--- config.mk ---
export PLATFORM = sky130hd
export DESIGN_NAME = uart_rx
export DESIGN_NICKNAME = d
export VERILOG_FILES = /design/src/rtl/uart_rx.sv
export SDC_FILE = /design/constraint.sdc
export NUM_CORES = 1
export LEC_CHECK = 0
export ABC_CLOCK_PERIOD_IN_PS = 2640
export CAP_MARGIN = 15
export CORE_MARGIN = 2
export CORE_UTILIZATION = 55
export CTS_CLUSTER_DIAMETER = 120
export DETAILED_ROUTE_END_ITERATION = 10
export HOLD_SLACK_MARGIN = 0.15
export PLACE_DENSITY = 0.84
export REMOVE_ABC_BUFFERS = 1
export SETUP_SLACK_MARGIN = 0.4
export SYNTH_ARGS = -nofsm -noshare
export SYNTH_HDL_FRONTEND = slang
export SYNTH_SLANG_ARGS = --single-unit
--- constraint.sdc ---
create_clock -name clk -period 2.64 [get_ports clk]
set_clock_uncertainty 0.2 [all_clocks]
set_input_delay 0.792 -clock clk [delete_from_list [all_inputs] [get_ports clk]]
set_output_delay 0.792 -clock clk [all_outputs]
set_load 0.01 [all_outputs]
--- src/rtl/uart_rx.sv ---
// uart_rx
// 8N1 UART receiver with a 2-flop input synchronizer and mid-bit sampling.
// The start bit is qualified at its midpoint. Every later bit is then sampled
// one full bit period after the previous sample. The FSM leaves STOP at the
// middle of the stop bit, so a start bit that follows immediately is still
// caught. A low stop bit raises a frame error. The FSM then waits for the
// line to return high before it looks for another start bit.
//
// Parameters:
//   CLKS_PER_BIT : clk cycles per UART bit (8..65535)
// Ports:
//   clk        : system clock, rising edge
//   reset      : asynchronous active-high reset
//   rx         : asynchronous serial input, idle high, LSB first
//   uart_data  : last correctly framed byte
//   uart_valid : one-cycle pulse when uart_data takes a new value
//   frame_err  : one-cycle pulse when the stop bit is sampled low
//   busy       : high whenever the receiver is not idle
module uart_rx #(
    parameter int CLKS_PER_BIT = 868
) (
    input  logic       clk,
    input  logic       reset,
    input  logic       rx,
    output logic [7:0] uart_data,
    output logic       uart_valid,
    output logic       frame_err,
    output logic       busy
);

    localparam int CNT_W = (CLKS_PER_BIT > 1) ? $clog2(CLKS_PER_BIT) : 1;
    localparam logic [CNT_W-1:0] BIT_LAST  = CNT_W'(CLKS_PER_BIT - 1);
    localparam logic [CNT_W-1:0] HALF_LAST = CNT_W'(CLKS_PER_BIT / 2 - 1);

    typedef enum logic [2:0] {
        IDLE,
        START,
        DATA,
        STOP,
        BREAK_WAIT
    } state_t;

    state_t           state;
    logic             rx_meta;
    logic             rx_sync;
    logic [CNT_W-1:0] counter;
    logic [2:0]       bit_index;
    logic [7:0]       shift_reg;

    // Both synchronizer flops reset high (the idle line level), so that
    // leaving reset does not look like a start bit.
    always_ff @(posedge clk or posedge reset) begin
        if (reset) begin
            rx_meta <= 1'b1;
            rx_sync <= 1'b1;
        end else begin
            rx_meta <= rx;
            rx_sync <= rx_meta;
        end
    end

    // Receive FSM. The pulse outputs default low on every cycle, so each one
    // lasts exactly one cycle. busy is updated on every state change and
    // therefore always matches (state != IDLE).
    always_ff @(posedge clk or posedge reset) begin
        if (reset) begin
            state      <= IDLE;
            counter    <= '0;
            bit_index  <= '0;
            shift_reg  <= '0;
            uart_data  <= '0;
            uart_valid <= 1'b0;
            frame_err  <= 1'b0;
            busy       <= 1'b0;
        end else begin
            uart_valid <= 1'b0;
            frame_err  <= 1'b0;
            case (state)
                IDLE: begin
                    if (!rx_sync) begin
                        state   <= START;
                        counter <= '0;
                        busy    <= 1'b1;
                    end
                end
                START: begin
                    if (counter == HALF_LAST) begin
                        counter   <= '0;
                        bit_index <= '0;
                        if (!rx_sync) begin
                            state <= DATA;
                        end else begin
                            // The line went high again before mid-bit: treat it as a glitch.
                            state <= IDLE;
                            busy  <= 1'b0;
                        end
                    end else begin
                        counter <= counter + 1'b1;
                    end
                end
                DATA: begin
                    if (counter == BIT_LAST) begin
                        counter              <= '0;
                        shift_reg[bit_index] <= rx_sync;
                        if (bit_index == 3'd7) begin
                            state <= STOP;
                        end else begin
                            bit_index <= bit_index + 1'b1;
                        end
                    end else begin
                        counter <= counter + 1'b1;
                    end
                end
                STOP: begin
                    if (counter == BIT_LAST) begin
                        counter <= '0;
                        if (rx_sync) begin
                            uart_data  <= shift_reg;
                            uart_valid <= 1'b1;
                            state      <= IDLE;
                            busy       <= 1'b0;
                        end else begin
                            frame_err <= 1'b1;
                            state     <= BREAK_WAIT;
                        end
                    end else begin
                        counter <= counter + 1'b1;
                    end
                end
                BREAK_WAIT: begin
                    // A low line here is a break or a bad frame, not a start bit.
                    if (rx_sync) begin
                        state <= IDLE;
                        busy  <= 1'b0;
                    end
                end
                default: begin
                    state <= IDLE;
                    busy  <= 1'b0;
                end
            endcase
        end
    end

endmodule
==> metrics.md <==
| Metric | Value |
|---|---|
| Outcome | `finished clean` |
| Critical Path Source | `uart_valid` |
| Initial Util | `57.7%` |
| Reg2reg setup slack | `0.49 ns` |
| Leak | `0.000986 uW` |
| Hold wc startpoint | `rx_meta` |
| Clock Sinks | `37` |
| First-pass GRT wire length | `6580 um` |
| Commonest non-fill, non-tap cells in the layout | `34 x dfrtp_1, 18 x nand2_1, 9 x inv_1, 9 x dlygate4sd2_1` |
| Number of global-route vias before repair | `1403` |
| DR WL/cell | `15.8 um` |
| Final Hold Viols | `0` |
| Layout area overhead | `13.9%` |
| Met3 Track Usage GR | `5.00%` |
| Largest stage delay on the critical path | `0.52 ns` |
| Final wirelength | `3860 um` |
| Critical Path Fanout Max | `1` |
| Primary FF master, synth | `dfrtp_1` |
| Post-synth ARST share | `100%` |
| Top area cells in the synthesized netlist | `dfrtp_1 45%, mux2_4 6.1%, mux2_2 4.6%, nand2_1 3.5%, dfstp_2 2.7%` |
| Max-slew violations | `0` |
| Warnings, synthesis | `0` |
| Leading cell type in the layout, fill and taps excluded | `dfrtp_1` |
| Crit path cell chain | `clkdlybuf4s50_1` |
| Tcrit/Tclk final | `83.1%` |
| Via density | `6.05` |
| Worst EP arrival | `1.20 ns` |
| Yosys top cell area share | `44.8%` |
| Cell count after synthesis | `183` |
| Crit path required time | `1.65 ns` |
| PortBufs | `13` |
| GR peak layer | `met2` |
| Max reg flops | `10` |
| Setup Crit Path Kind | `reg -> out` |
| Max_cap viols | `0` |
| EDFF count, synth | `0` |
| Final setup fails | `0` |
| Routing usage on met1 | `25.6%` |
| Final std cells w/o fill | `244` |
| Yosys reg bits | `37` |
| DRT Pass-1 Iters | `6` |
| Sequential share of the synthesized area | `47.4%` |
| PwrDens | `451 nW/um^2` |
| Final #Nets | `204` |
| Placed cell areas | `2110 um^2` |
| Die height | `63.7 um` |
| Clock Tree Buf Depth | `2` |
| Die Width | `63.7 um` |
| Critical Path End Type | `output pin` |
| Rows | `21` |
| Period minus WS final | `2.19 ns` |
| # diodes | `0` |
| Peak supply drop | `0.295 mV` |
| Gr usage total | `21.0%` |
| Worst-Margin Slew | `0.522 ns` |
| Post-synth cell types | `48` |
| Root buffer cell | `clkbuf_4` |
| Dpl hpwl | `2700 um` |
| Min-delay worst type | `reg -> reg` |
| Later-pin clock latency in the skew report | `0.34 ns` |
| Area occupied by multi-input gates | `970 um^2` |
| Initial antenna violation count | `0` |
| Total power | `1010 uW` |
| Antenna-violating nets left | `0` |
| Fill count | `258` |
| Top delay family on crit path | `buffers and inverters` |
| Clock Pin Slew Worst Setup and Hold Paths | `0.11 ns` |
| Boundary Pins | `14` |
| Layout cells sized above 1 | `21.7%` |
| F_max | `0.456 GHz` |
| Routability cong. | `0.859` |
| Cell Area, Synth | `1960 um^2` |
| Largest net degree at the start of global routing | `38` |
| CTS tree | `yes` |
| RSZ-0062 raised after global routing | `true` |
| Slew headroom | `64.9%` |
| DRC | `0` |
| Reg2reg start | `state[0]` |
| Core Area | `3390 um^2` |
| Bufs and invs on worst path | `1` |
| Vias | `1477` |
| First DRT Iteration DRCs | `64` |
| Die area | `4050 um^2` |
| Met2 Use GR | `35.0%` |
| Slowest cell on the critical path | `clkdlybuf4s50_1` |
| Final instance area | `2230 um^2` |
| Yosys top cell by area | `dfrtp_1` |
| Syn avg cell area | `10.7 um^2` |
| Cts bufs inserted | `5` |
| H-tree levels | `2` |
| TNS Setup | `0 ns` |
| Gr ovfl total | `0` |
| Placed Cells | `235` |
| Startpoint Class | `register` |
| Register area | `930 um^2` |
==> worst paths after layout <==
check | endpoint | depth (start not counted)
hold reg to reg | rx_sync | 0
max in group asynchronous | rx_sync | 3
setup / recovery | uart_valid | 1
min in group asynchronous | shift_reg[5] | 3
setup reg to reg | shift_reg[4] | 5
hold / removal | rx_sync | 0
==> per-layer routing <==
metal | share of wire, % | vias up
met2 | 49 | 59
met4 | 2.5 | 0
met5 | 0 | -
li1 | - | 696
met1 | 43 | 711
met3 | 5.3 | 11
==> final cells by class <==
class | count | area share [%]
inverters | 9 | 1.52
flip-flops and latches | 37 | 41.7
clock buffers | 6 | 2.30
multi-input cells | 127 | 43.5
repair buffers | 17 | 6.68
well taps | 46 | 2.58
clock inverters | 2 | 1.68
==> what timing repair did <==
action | CTS | global route
gates resized for setup | 10 | 6
hold buffers | 0 | 0
setup buffers | 0 | 1
setup endpoints to repair | 10 | 18
==> where the power goes <==
group	switching [uW]	internal, uW
clock network	192	225
logic	10.6	4.22
registers	3.99	569
==> per-stage QoR <==
step | utilization (%) | hold slack, ns | setup slack [ns]
floorplan | - | 0.145 | 0.488
global placement | 62.2 | 0.147 | 0.527
detailed placement | 62.2 | 0.152 | 0.379
CTS | 64.7 | 0.168 | 0.379
global route | 65.7 | 0.172 | 0.381
finish | 65.7 | 0.165 | 0.446
==> cells by family after synthesis <==
| logic type | after synthesis | share of synthesized area, % |
|---|---|---|
| muxes | 19 | 12.3 |
| buffers and inverters | 19 | 4.67 |
| AOI/OAI and AO/OA | 39 | 13.7 |
| DFF | 37 | 47.4 |
| and+or+nand+nor | 65 | 19.4 |
| adders and majority gates | 4 | 2.56 |
==> synthesized netlist by cell type (2+ instances only) <==
| cell type | count |
|---|---|
| buf_6 | 2 |
| dfstp_2 | 2 |
| nor3_1 | 4 |
| o22ai_1 | 2 |
| nor2_1 | 8 |
| or3_1 | 2 |
| nand2b_1 | 2 |
| a2bb2oi_1 | 2 |
| nand2_1 | 18 |
| dfrtp_1 | 35 |
| a31oi_1 | 2 |
| mux2_4 | 8 |
| nand4_1 | 5 |
| o21ai_0 | 8 |
| ha_1 | 4 |
| o211ai_1 | 6 |
| buf_2 | 3 |
| nor4_1 | 6 |
| a21oi_1 | 6 |
| mux2_2 | 8 |
| nor2b_1 | 4 |
| inv_1 | 9 |
| clkbuf_1 | 4 |
| a21boi_0 | 2 |
| nand3_1 | 5 |
| mux2i_1 | 3 |
| a21o_1 | 2 |
(Power assumes the default switching activity.)
==> edit 1, RTL diff (same flow settings) <==
Put one more register stage on the output `frame_err`, with the module's reset. The value now appears one clock later. The other outputs are not delayed to match. Comments in the files are not updated.
--- a/src/rtl/uart_rx.sv
+++ b/src/rtl/uart_rx.sv
@@ -40,6 +40,8 @@
         BREAK_WAIT
     } state_t;
 
+    logic frame_err_s0;
+
     state_t           state;
     logic             rx_meta;
     logic             rx_sync;
@@ -70,11 +72,11 @@
             shift_reg  <= '0;
             uart_data  <= '0;
             uart_valid <= 1'b0;
-            frame_err  <= 1'b0;
+            frame_err_s0 <= 1'b0;
             busy       <= 1'b0;
         end else begin
             uart_valid <= 1'b0;
-            frame_err  <= 1'b0;
+            frame_err_s0 <= 1'b0;
             case (state)
                 IDLE: begin
                     if (!rx_sync) begin
@@ -120,7 +122,7 @@
                             state      <= IDLE;
                             busy       <= 1'b0;
                         end else begin
-                            frame_err <= 1'b1;
+                            frame_err_s0 <= 1'b1;
                             state     <= BREAK_WAIT;
                         end
                     end else begin
@@ -142,4 +144,12 @@
         end
     end
 
+    always_ff @(posedge clk or posedge reset) begin
+        if (reset) begin
+            frame_err <= '0;
+        end else begin
+            frame_err <= frame_err_s0;
+        end
+    end
+
 endmodule
Formal check against the unedited RTL: no difference found for any inputs over 10 cycles, from zero or initial values and one cycle with reset high; that may be too few to reach the edited logic, so the function may still have changed.
==> edit 1 against the original RTL <==
  * Synthesized area decreased by 0.64%
  * Worst setup slack improved by 0.019 ns
  * Sequential share of layout area increased by 2.2 points
  * Sequential cell count increased by 1
  * Register-to-register slack got worse by 0.02 ns
  * Routed wire length decreased by 2.2%
  * Design area decreased by 2.5%
  * Power decreased by 7.7%
  * Synthesized cell count decreased by 6.0%
  * Clock power decreased by 23%
  * Cell count decreased by 3.7%
==> edit 1: results (changes against the original RTL) <==
{| class="wikitable"
! Metric !! Value
|-
| Signal arrival time at the worst endpoint || 2.22 ns (+1.02 ns)
|-
| Pins Over Slew Limit || 0 (unchanged)
|-
| Capture instance of the worst register-to-register path || shift_reg[1]$_DFFE_PP0P_
|-
| Hold violation total from the final report || 0 (unchanged)
|-
| # fillers || 284 (+10%)
|-
| Share of layout cells above drive strength 1 || 22.75% (+1.0 points)
|-
| H-tree levels || 2 (unchanged)
|-
| Wire length of the first global-routing pass || 6.665 mm (+1.3%)
|-
| Sequential element share of the synthesized area || 49.03% (+1.6 points)
|-
| Yosys top cell area share || 46.33% (+1.6 points)
|-
| Clock Pin Slew Worst Setup and Hold Paths || 0.11 ns (about the same)
|-
| Number of global-route vias before repair || 1430 (+1.9%)
|-
| Library cells used by synthesis || 53 (+10%)
|-
| Number of CTS-inserted buffers || 5 (unchanged)
|-
| Nets@finish || 195 (-4.4%)
|-
| Top cells by instance count after synthesis || sky130_fd_sc_hd__dfrtp_1, sky130_fd_sc_hd__mux2_2, sky130_fd_sc_hd__nor2_1
|-
| Top fanout value on the critical path || 7 (+6)
|-
| Port buffer count || 13 (unchanged)
|-
| Leakage dissipation || 1.053 nW (+6.8%)
|-
| Outcome || finished, final reports clean
|-
| Clock insertion delay at the later pin of the skew report || 0.34 ns (about the same)
|-
| Slew at the pin with the worst max-slew slack || 0.5883 ns (+0.06642 ns)
|-
| Crit start category || register
|-
| Hold wc startpoint || rx_meta$_DFF_PP1_
|-
| Post-Place Setup Slack || 0.5018 ns (+0.1223 ns)
|-
| Minimum setup slack among reg-to-reg paths || 0.47 ns (-0.02 ns)
|-
| DRC marker count from the first detailed-route iteration || 101 (+58%)
|-
| WL/cell || 16.07 µm (+1.6%)
|-
| Vias per Instance || 6.085 (+0.53%)
|-
| Synth Warn # || 0 (unchanged)
|-
| Clock Tree Buf Depth || 2 (unchanged)
|-
| Initial antenna violation count || 0 (unchanged)
|-
| Global routing usage summed across all routing layers || 21.20% (+0.23 points)
|-
| Number of flip-flops in the largest register || 10 (unchanged)
|-
| Final Wtd Congestion || 0.9221 (+7.3%)
|-
| Hold path endpoint || rx_sync$_DFF_PP1_
|-
| Length of the first detailed-routing pass in iterations || 4 (-2)
|-
| Min-delay worst type || reg -> reg
|-
| Clk root buf || sky130_fd_sc_hd__clkbuf_4
|-
| Count of cells along the worst hold path || 0 (unchanged)
|-
| Critical R2R Launch || counter[0]$_DFFE_PP0P_
|-
| Number of cell instances on the worst register-to-register path || 5 (unchanged)
|-
| Top cells by area, synth || sky130_fd_sc_hd__dfrtp_1, sky130_fd_sc_hd__mux2_2, sky130_fd_sc_hd__dfstp_2
|-
| Antenna diode instance count || 0 (unchanged)
|-
| Post-synthesis async set-or-reset flop share || 100.0% (unchanged)
|-
| DP Wirelength || 2.628 mm (-2.6%)
|-
| Largest net degree at the start of global routing || 39 (+2.6%)
|-
| Maximum VDD drop || 0.0003085 V (+4.7%)
|-
| Prevailing post-synth register cell || sky130_fd_sc_hd__dfrtp_1
|}
==> edit 1: cell type report <==
class	instances	area, µm²	area share (%)
tap	46	57.56	2.648
inverter	7	26.28	1.209
timing repair buffer	16	153.9	7.081
sequential	38	953.4	43.87
clock inverter	2	12.51	0.5757
multi-input combinational	120	918.4	42.26
clock buffer	6	51.30	2.360
==> edit 1: routing by layer <==
layer / GRT usage, % / wire length [µm] / vias to the layer above
met1: 28.54 / 1681 / 708
met5: 0 / 0 / -
met4: 9.239 / 56 / 0
met3: 5.714 / 257 / 4
li1: - / - / 666
met2: 32.24 / 1782 / 52
==> edit 1: repair_timing <==
action                     in CTS  in global routing
setup buffers                   1                  0
setup endpoints to repair       8                 10
resized for setup               7                  6
pin swaps                       0                  1
hold buffers                    0                  0
==> edit 1: cell families (layout without fill, tap and decap cells) <==
kind of cell	count (synthesis)	after routing	synth area share (%)
buf+inv	14	31	4.440
xor+xnor	3	3	1.352
simple gates	61	61	19.69
fa+ha+maj	4	4	2.574
flops	38	38	49.03
compound gates	32	32	11.33
mux	20	20	11.58
==> edit 1: worst max path at each step <==
| stage | cells past startpoint | endpoint | slack [ns] |
|---|---|---|---|
| finish | 5 | shift_reg[1]$_DFFE_PP0P_ | 0.47 |
| CTS | 1 | busy | 0.39 |
| global placement | 5 | bit_index[0]$_DFFE_PP0P_ | 0.58 |
| global route | 5 | shift_reg[6]$_DFFE_PP0P_ | 0.40 |
| floorplan | 5 | bit_index[0]$_DFFE_PP0P_ | 0.65 |
| detailed placement | 4 | counter[4]$_DFFE_PP0P_ | 0.50 |
==> edit 1: metrics by stage <==
stage	hold WS, ns	cells	area (µm²)	util [%]	power (mW)
2_1_floorplan	0.1312	165	1884	-	0.6096
3_3_place_gp	0.1413	226	2087	62.05	0.6175
3_5_place_dp	0.1442	226	2087	62.05	0.6190
4_1_cts	0.1646	235	2150	63.91	0.9386
5_1_grt	0.1687	235	2173	64.62	0.9718
6_report	0.1633	235	2173	64.62	0.9280
==> edit 1: worst max-delay path, stage by stage (launching register included) <==
cell,delay [ns]
sky130_fd_sc_hd__dfrtp_1,0.45
sky130_fd_sc_hd__ha_1,0.28
sky130_fd_sc_hd__and4bb_2,0.35
sky130_fd_sc_hd__nand4_1,0.20
sky130_fd_sc_hd__nor3_1,0.24
sky130_fd_sc_hd__mux2_2,0.35
==> edit 1: where the power goes <==
| part | internal (mW) | leakage, nW | total [mW] | switching [mW] |
|---|---|---|---|---|
| Clock | 0.128 | 0.0343 | 0.321 | 0.193 |
| Combinational | 0.00514 | 0.515 | 0.0171 | 0.0120 |
| Sequential | 0.585 | 0.504 | 0.590 | 0.00494 |
==> edit 2, RTL diff (same settings) <==
Made on the original files. Set the parameter `CLKS_PER_BIT` to 434 (it was 868).
--- a/src/rtl/uart_rx.sv
+++ b/src/rtl/uart_rx.sv
@@ -17,7 +17,7 @@
 //   frame_err  : one-cycle pulse when the stop bit is sampled low
 //   busy       : high whenever the receiver is not idle
 module uart_rx #(
-    parameter int CLKS_PER_BIT = 868
+    parameter int CLKS_PER_BIT = 434
 ) (
     input  logic       clk,
     input  logic       reset,
Behaviour: no difference found for any inputs over 10 cycles, from zero or initial values and one cycle with reset high; that may be too few to reach the edited logic, so the function may still have changed.
==> edit 2 against the original RTL <==
  * Synthesized cell count decreased by 9.8%
  * Fmax is 1.6% lower
  * Sequential cell count fell by 1
  * Global-route usage increased by 0.52 points
  * Routed wire length shrank 7.0%
  * Synthesized area shrank 8.0%
  * Design area down 6.0%
  * Power shrank 4.7%
  * Sequential share of layout area grew 1.4 points
  * Worst setup slack worse by 0.035 ns
==> edit 2: results (changes against the original RTL) <==
{| class="wikitable"
! Metric !! Value
|-
| Global routing usage summed across all routing layers || 21.49% (+0.52 points)
|-
| Top cells by instance count after synthesis || sky130_fd_sc_hd__dfrtp_1, sky130_fd_sc_hd__nand2_1, sky130_fd_sc_hd__mux2_2
|-
| Met1 usage in global routing || 25.95% (+0.31 points)
|-
| Share of layout cells above drive strength 1 || 23.24% (+1.5 points)
|-
| Signal arrival time at the worst endpoint || 2.28 ns (+1.08 ns)
|-
| Final Wtd Congestion || 0.7786 (-9.4%)
|-
| Number of flip-flops in the largest register || 9 (-1)
|-
| # fillers || 228 (-12%)
|-
| Leakage dissipation || 1.001 nW (+1.4%)
|-
| Remaining max-slew budget at the tightest pin || 57.67% (-7.3 points)
|-
| Total Wirelength || 3.590 mm (-7.0%)
|-
| Critical path's largest stage delay || 0.43 ns (-0.09 ns)
|-
| Top fanout value on the critical path || 4 (+3)
|-
| Length of the first detailed-routing pass in iterations || 4 (-2)
|-
| Met3 GRT Util || 6.092% (+1.1 points)
|-
| Net switching power || 0.2019 mW (-2.4%)
|-
| Sequential element share of the synthesized area || 50.17% (+2.7 points)
|-
| Post-synthesis async set-or-reset flop share || 100.0% (unchanged)
|-
| Clk root buf || sky130_fd_sc_hd__clkbuf_4
|-
| Nets@finish || 192 (-5.9%)
|-
| Wire length of the first global-routing pass || 5.733 mm (-13%)
|-
| Instance area after placement || 1962 µm² (-7.0%)
|-
| Post-Place Setup Slack || 0.3541 ns (-0.02534 ns)
|-
| Vias || 1345 (-8.9%)
|-
| DRC marker count from the first detailed-route iteration || 59 (-7.8%)
|-
| Largest net degree at the start of global routing || 37 (-2.6%)
|-
| Outcome || finished, final reports clean
|-
| Critical path's top delay family || simple AND/OR/NAND/NOR gates
|-
| Library cells used by synthesis || 39 (-19%)
|-
| Top cells by area, synth || sky130_fd_sc_hd__dfrtp_1, sky130_fd_sc_hd__mux2_2, sky130_fd_sc_hd__nand2_1
|-
| Met2 track utilization from global routing || 35.11% (+0.11 points)
|}
-- edit 2: worst reg2reg max path: cells and delay by family, from the launching register on --
kind                       cells  cell delay, ns
adders and majority gates      1            0.14
and+or+nand+nor                3            0.73
buffers and inverters          2            0.33
muxes                          1            0.30
DFF                            1            0.43
-- edit 2: power groups by stage --
| stage | combinational, mW | sequential (mW) | clock, mW |
|---|---|---|---|
| final | 0.0159 | 0.558 | 0.385 |
| after global routing | 0.0188 | 0.558 | 0.409 |
| after CTS | 0.0168 | 0.558 | 0.390 |
| after detailed placement | 0.0166 | 0.568 | 0 |
| after global placement | 0.0160 | 0.568 | 0 |
| after floorplan | 0.00957 | 0.567 | 0 |
-- edit 2: cells by family after synthesis --
logic type,Yosys count,share of synthesized area [%]
mux,17,10.63
simple gates,58,19.60
compound gates,32,11.95
flops,36,50.17
fa+ha+maj,6,4.031
buf+inv,16,3.613
-- edit 2: path summary, 6_finish.rpt --
kind	cells after the start	from	slack (ns)	end
setup / recovery	7	counter[1]$_DFFE_PP0P_	0.41	shift_reg[7]$_DFFE_PP0P_
hold / removal	0	rx_meta$_DFF_PP1_	0.16	rx_sync$_DFF_PP1_
setup reg to reg	7	counter[1]$_DFFE_PP0P_	0.41	shift_reg[7]$_DFFE_PP0P_
hold reg to reg	0	rx_meta$_DFF_PP1_	0.16	rx_sync$_DFF_PP1_
max in group asynchronous	3	reset	1.28	rx_meta$_DFF_PP1_
min in group asynchronous	3	reset	0.62	uart_data[3]$_DFFE_PP0P_
-- edit 2: cell type report --
class,count,area (µm²),area share (%)
inverter,9,33.78,1.613
multi-input combinational,113,855.8,40.86
tap,44,55.05,2.628
clock inverter,2,35.03,1.673
timing repair buffer,19,170.2,8.124
clock buffer,6,41.29,1.971
sequential,36,903.4,43.13
-- edit 2: stage by stage --
step	std cells	util (%)	hold WS, ns
4_1_cts	226	66.46	0.1669
5_1_grt	229	68.05	0.1708
3_5_place_dp	216	63.74	0.1508
6_report	229	68.05	0.1641
3_3_place_gp	216	63.74	0.1470
2_1_floorplan	158	-	0.1452
-- edit 2: what timing repair did --
action	CTS	global route
buffers inserted	2	3
pin swaps	1	1
setup endpoints to repair	17	8
gates resized for setup	9	8
-- edit 2: metal layers --
layer  vias up  share of wire (%)
met5         -                  0
met1       671                 44
met3         8                4.7
met4         0                1.9
met2        28                 49
li1        638                  -
